--- config.mk ---
export PLATFORM = sky130hd
export DESIGN_NAME = stdcore_rrarb
export DESIGN_NICKNAME = d
export VERILOG_FILES = /design/src/rtl/stdcore_pkg.sv /design/src/rtl/stdcore_rrarb_oreg.sv /design/src/rtl/stdcore_rrarb.sv
export SDC_FILE = /design/constraint.sdc
export NUM_CORES = 1
export LEC_CHECK = 0
export CORE_AREA = 4 4 63 65
export CTS_CLUSTER_SIZE = 30
export DETAILED_ROUTE_END_ITERATION = 8
export DIE_AREA = 0 0 67 69
export PLACE_DENSITY_LB_ADDON = 0.05
export SETUP_SLACK_MARGIN = 0.3
export SLEW_MARGIN = 20
export SYNTH_ARGS = -nofsm -noshare
export SYNTH_HDL_FRONTEND = slang
export SYNTH_HIERARCHICAL = 1
export SYNTH_SLANG_ARGS = --single-unit
--- constraint.sdc ---
create_clock -name clk -period 4.11 [get_ports clk]
set_input_delay 0.6165 -clock clk [delete_from_list [all_inputs] [get_ports clk]]
set_output_delay 0.6165 -clock clk [all_outputs]
set_load 0.005 [all_outputs]
--- src/rtl/stdcore_pkg.sv ---
// stdcore_pkg: constants and helpers shared by the stdcore blocks.
package stdcore_pkg;
    localparam logic ST_IDLE = 1'b0;
    localparam logic ST_OWN  = 1'b1;
    function automatic int clog2(input int n);
        int r;
        r = 0;
        for (int v = n - 1; v > 0; v >>= 1) r++;
        return r;
    endfunction
endpackage

--- src/rtl/stdcore_rrarb_oreg.sv ---
// stdcore_rrarb_oreg: 2-entry skid slice registering data and id toward the consumer.
module stdcore_rrarb_oreg #(
    parameter int DW = 8,
    parameter int IDW = 2
) (
    input  logic           clk,
    input  logic           rst,
    input  logic [DW-1:0]  s_data_i,
    input  logic [IDW-1:0] s_id_i,
    input  logic           s_val_i,
    output logic           s_rdy_o,
    output logic [DW-1:0]  m_data_o,
    output logic [IDW-1:0] m_id_o,
    output logic           m_val_o,
    input  logic           m_rdy_i
);
    logic [DW+IDW-1:0] main_q, skid_q;
    logic main_val_q, skid_val_q;
    assign s_rdy_o = !skid_val_q;
    assign {m_id_o, m_data_o} = main_q;
    assign m_val_o = main_val_q;
    // The skid entry only fills while the main entry is stalled, so ready never depends on m_rdy_i.
    always_ff @(posedge clk) begin
        if (rst) begin
            main_val_q <= 1'b0;
            skid_val_q <= 1'b0;
        end else if (skid_val_q) begin
            if (m_rdy_i) begin
                main_q     <= skid_q;
                skid_val_q <= 1'b0;
            end
        end else if (!main_val_q || m_rdy_i) begin
            main_q     <= {s_id_i, s_data_i};
            main_val_q <= s_val_i;
        end else if (s_val_i) begin
            skid_q     <= {s_id_i, s_data_i};
            skid_val_q <= 1'b1;
        end
    end
endmodule

--- src/rtl/stdcore_rrarb.sv ---
// stdcore_rrarb: round-robin N:1 arbiter granting bursts of up to BURST beats.
// Define STDCORE_RRARB_OREG_EN to register c/c_val/c_id through a skid slice.
module stdcore_rrarb
    import stdcore_pkg::*;
#(
    parameter int N = 4,
    parameter int DW = 8,
    parameter int BURST = 4,
    localparam int IDW = clog2(N)
) (
    input  logic            clk,
    input  logic            rst,
    input  logic [N*DW-1:0] p,
    input  logic [N-1:0]    p_val,
    output logic [N-1:0]    p_rdy,
    output logic [DW-1:0]   c,
    output logic            c_val,
    input  logic            c_rdy,
    output logic [IDW-1:0]  c_id
);
    logic state_q, state_d;
    logic [IDW-1:0] ptr_q, ptr_d, cur_q, cur_d, w, owner;
    logic [7:0] cnt_q, cnt_d;
    logic [DW-1:0] c_arb;
    logic a_val, a_rdy, acc, last;

    function automatic logic [IDW-1:0] inc(input logic [IDW-1:0] x);
        return (int'(x) == N - 1) ? '0 : x + 1'b1;
    endfunction

    // Scan downward so the port closest to ptr overwrites the others.
    always_comb begin
        w = ptr_q;
        for (int i = N - 1; i >= 0; i--)
            if (p_val[(int'(ptr_q) + i) % N]) w = IDW'((int'(ptr_q) + i) % N);
    end

    assign owner = (state_q == ST_OWN) ? cur_q : w;
    assign a_val = !rst && ((state_q == ST_OWN) ? p_val[cur_q] : |p_val);
    assign p_rdy = rst ? '0 : N'(a_rdy) << owner;
    assign c_arb = p[owner*DW +: DW];
    assign acc   = a_val && a_rdy;
    assign last  = 9'(cnt_q) + 9'd1 == 9'(BURST);

    always_comb begin
        state_d = state_q;
        ptr_d   = ptr_q;
        cur_d   = cur_q;
        cnt_d   = cnt_q;
        if (state_q == ST_IDLE) begin
            if (|p_val) begin
                if (BURST == 1 && acc) ptr_d = inc(w);
                else begin
                    state_d = ST_OWN;
                    cur_d   = w;
                    cnt_d   = {7'd0, acc};
                end
            end
        end else if (!p_val[cur_q] || (acc && last)) begin
            state_d = ST_IDLE;
            ptr_d   = inc(cur_q);
        end else if (acc) cnt_d = cnt_q + 8'd1;
    end

    always_ff @(posedge clk) begin
        if (rst) begin
            state_q <= ST_IDLE;
            ptr_q   <= '0;
            cur_q   <= '0;
            cnt_q   <= '0;
        end else begin
            state_q <= state_d;
            ptr_q   <= ptr_d;
            cur_q   <= cur_d;
            cnt_q   <= cnt_d;
        end
    end

`ifdef STDCORE_RRARB_OREG_EN
    logic o_val;
    stdcore_rrarb_oreg #(.DW(DW), .IDW(IDW)) u_oreg (
        .clk(clk), .rst(rst),
        .s_data_i(c_arb), .s_id_i(owner), .s_val_i(a_val), .s_rdy_o(a_rdy),
        .m_data_o(c), .m_id_o(c_id), .m_val_o(o_val), .m_rdy_i(c_rdy)
    );
    assign c_val = o_val && !rst;
`else
    assign a_rdy = c_rdy;
    assign c     = c_arb;
    assign c_id  = owner;
    assign c_val = a_val;
`endif
endmodule

==> results of run 1 <==
[registers in the layout, summed over array words and instances (netlist names)]
register and flops:
cur_q 2, ptr_q 2, state_q 1, cnt_q 8
[area by class of cell]
type / count / area [sq um]
Multi-Input combinational cell: 107 / 848.3
Fill cell: 307 / 1584
Timing Repair Buffer: 55 / 545.5
Sequential cell: 13 / 260.3
Tap cell: 46 / 57.56
Inverter: 4 / 15.01
Clock buffer: 4 / 26.28
[placed cells by master, fill, tap and decap left out, drive strengths merged, types with 2 or more instances in the layout]
master / instances
nor4: 2
nor2: 13
ha: 2
nor3: 3
buf: 2
nand2: 16
and3: 2
a21oi: 12
o21a: 2
dfxtp: 13
nand3: 5
clkbuf: 4
xnor2: 2
nor3b: 4
mux4: 9
inv: 4
o31ai: 2
o21ai: 2
nor2b: 5
clkdlybuf4s50: 53
o2bb2ai: 2
nand2b: 3
o21ba: 2
mux2: 3
[critical path: stages]
cell                              delay [ns]
sky130_fd_sc_hd__clkdlybuf4s50_1        0.51
sky130_fd_sc_hd__nor3b_1                0.33
sky130_fd_sc_hd__a2111oi_2              0.11
sky130_fd_sc_hd__o31ai_2                0.22
sky130_fd_sc_hd__buf_4                  0.25
sky130_fd_sc_hd__mux4_1                 0.56
sky130_fd_sc_hd__clkdlybuf4s50_1        0.46
[power by group through the flow]
| stage | logic (mW) | clock network [mW] | registers [mW] |
|---|---|---|---|
| final | 0.168 | 0.0831 | 0.141 |
| after global routing | 0.184 | 0.0923 | 0.142 |
| after CTS | 0.169 | 0.0848 | 0.141 |
| after detailed placement | 0.169 | 0 | 0.144 |
| after global placement | 0.168 | 0 | 0.143 |
| after floorplan | 0.0828 | 0 | 0.139 |
[metal layers]
layer  vias up  track usage, %
li1        599               -
met1       544           18.82
met2        65           20.74
met3         3           5.032
met4         0           5.631
met5         -               0
[path summary, 6_finish.rpt]
kind / startpoint / end / slack (ns)
worst max-delay path: p_val[1] / c[3] / 0.44
worst min-delay path: cnt_q[3] / cnt_q[3] / 0.53
worst max register to register: cnt_q[0] / cnt_q[7] / 1.99
worst min register to register: cnt_q[3] / cnt_q[3] / 0.53
[metrics by stage]
| step | area (sq um) | setup slack, ns | instances |
|---|---|---|---|
| global placement | 1727 | 0.5110 | 225 |
| floorplan | 1147 | 1.462 | 128 |
| detailed placement | 1727 | 0.4164 | 225 |
| CTS | 1753 | 0.4183 | 229 |
| global route | 1753 | 0.3237 | 229 |
| finish | 1753 | 0.4447 | 229 |
[kinds of logic (layout without fill, tap and decap cells)]
logic type                 after synthesis  in the layout  share of synthesized area [%]
and+or+nand+nor                         57             57                          24.86
buffers and inverters                    8             63                          3.380
xor gates and xnor gates                 2              2                          1.527
muxes                                   13             13                          22.46
DFF                                     13             13                          22.68
AOI/OAI and AO/OA                       33             33                          22.90
adders and majority gates                2              2                          2.181
==> Flow_metrics.wiki, run 1 <==
{| class="wikitable"
! Metric !! Value
|-
| Result of the run || complete, no violations
|-
| Int Power || around 0.28 mW
|-
| Cell types with the highest counts after synthesis || sky130_fd_sc_hd__nand2_1 (16), sky130_fd_sc_hd__dfxtp_1 (13), sky130_fd_sc_hd__nor2_1 (13)
|-
| Critical path required time || between 3 and 4 ns
|-
| Yosys warns || 6
|-
| Standard cell core area || roughly 3300 sq um
|-
| Num Clock Sinks || 13
|-
| P&R area growth vs syn || 52.78%
|-
| Cts-stage hold buffer count || 0
|-
| Netlist cell types || between 40 and 50
|-
| Number of remaining DRC errors || 0
|-
| Worst-case vdd ir drop || 0.0001831 V
|-
| Row count || 21
|-
| Vias in the first global route || 1149
|-
| Critical Path End Type || output pin
|-
| Share of final-layout standard cells stronger than drive strength 1 || ~11%
|-
| Met1 Wirelength || ~1500 um
|-
| H-Tree Depth || 1
|-
| First-pass GRT wire length || 5326 um
|-
| Core Util, Final || roughly 53%
|-
| Setup repair after global routing missed its margin || no
|-
| Cells after synthesis || 128
|-
| Measured slew at the worst slew-check pin || 0.5205 ns
|-
| Number of register bits inferred by synthesis || 13
|-
| Clock tree buffer depth || 2
|-
| Buffers added on ports || 53
|-
| Worst hold slack after final layout || about 0.53 ns
|-
| Net switching power || 0.1147 mW
|-
| Number of buffers created by CTS || 3
|-
| Cells taking the most area after synthesis || sky130_fd_sc_hd__dfxtp_1 (23%), sky130_fd_sc_hd__mux4_2 (12%), sky130_fd_sc_hd__mux4_1 (6.9%), sky130_fd_sc_hd__a21oi_1 (5.2%), sky130_fd_sc_hd__nand2_1 (5.2%)
|-
| Most used DFF post-synth || sky130_fd_sc_hd__dfxtp_1
|-
| Uppermost routed layer || met4
|-
| Fraction of power spent switching nets || a little under 30%
|-
| Worst max-slew margin expressed relative to the limit || 65.09%
|-
| CTS root buffer || sky130_fd_sc_hd__clkbuf_4
|-
| Routability congestion estimate from global placement || roughly 0.91
|-
| Worst hold path depth || 2
|-
| Period minus WS final || around 3.7 ns
|-
| Max capacitance violation total || 0
|-
| Die H || between 60 and 70 um
|-
| Routed WL || 3321 um
|-
| Starting density of the core || around 34%
|-
| Largest net degree at the start of global routing || 16
|-
| Number of max-slew violations in the final report || 0
|-
| Top-Level Pins || 54
|-
| Number of nets still failing antenna checks after routing || 0
|-
| Buffers inserted by post-CTS timing repair || 0
|-
| Tcrit/Tclk final || between 80% and 90%
|-
| Most repeated cell in the gate-level netlist after synthesis || sky130_fd_sc_hd__nand2_1
|-
| HP Class || flip-flop to flip-flop
|-
| Die X || 67 um
|-
| Average wire length per cell after detail routing || 14.50 um
|-
| Overall via count from detail_route || about 1200
|-
| Met3 WL || 408 um
|-
| Net Count, Synth || approximately 170
|-
| Maximum operating frequency || 272.8 MHz
|-
| Aggregate global-route resource usage || between 10% and 20%
|-
| CTS tree || built
|-
| Net count of the finished layout || 225
|-
| Hold Violations, Final || 0
|-
| Routed wl met2 || between 1000 and 1500 um
|-
| PostCTS Resize Cnt || 0
|-
| Syn_area_per_cell || 8.964 sq um
|-
| Post-DR vias/cell || about 5.3
|-
| Area fraction of the dominant cell type after synthesis || between 20% and 30%
|-
| Worst setup path class || input pin to output pin
|-
| Clock transition at path regs || roughly 0.090 ns
|-
| Number of antenna violations at the first check in global routing || 0
|-
| Final setup violation count || 0
|-
| Leakage || 0.6044 nW
|-
| Power share of the combinational group || between 40% and 50%
|-
| Clock latency at the later pin of the worst-skew pair || 0.29 ns
|-
| Die ar. || 4623 sq um
|-
| Async set-reset flop share out of synthesis || 0%
|-
| Grt total ovfl || 0
|-
| Clock tree skew after final layout || slightly below 0.008 ns
|-
| Antenna Cells || 0
|-
| Sequential area share after synthesis || 22.68%
|-
| Post-synth EDFFs || 0
|-
| Post-detailed-placement half-perimeter wirelength || 2630 um
|-
| Power density of the placed cells || between 200 and 250 nW/um^2
|-
| Worst Reg2Reg Path Length in Cells || 6
|-
| Critical Path Fanout Max || 13
|-
| Detailed-routing iteration count for the pre-antenna-repair pass || 4
|-
| Final sum of negative setup slack || 0 ns
|-
| Overall power after layout || approximately 0.4 mW
|-
| Type of origin of the critical path || input pin
|-
| Power share of the sequential group || between 30% and 40%
|-
| Endpoint arrival time on the critical path || a little over 3 ns
|-
| Netlist area before placement || ~1100 sq um
|-
| Number of violations reported at the end of detailed-routing iteration 0 || 63
|-
| Clock share of power || a little over a fifth
|-
| Most area-hungry cell type in the Yosys netlist || sky130_fd_sc_hd__dfxtp_1
|}
Note: power is estimated with default switching activity, not from simulation.
==> run 2: changes to the inputs <==
Settings changed: CTS_CLUSTER_SIZE 30 to 28.
==> results of run 2 <==
No change in the layout: final DEF, timing and power equal those of run 1.
==> run 3: changes to the inputs <==
Settings changed: SKIP_CTS_REPAIR_TIMING set to 1.
==> results of run 3 <==
No change in the layout: final DEF, timing and power equal those of run 1.
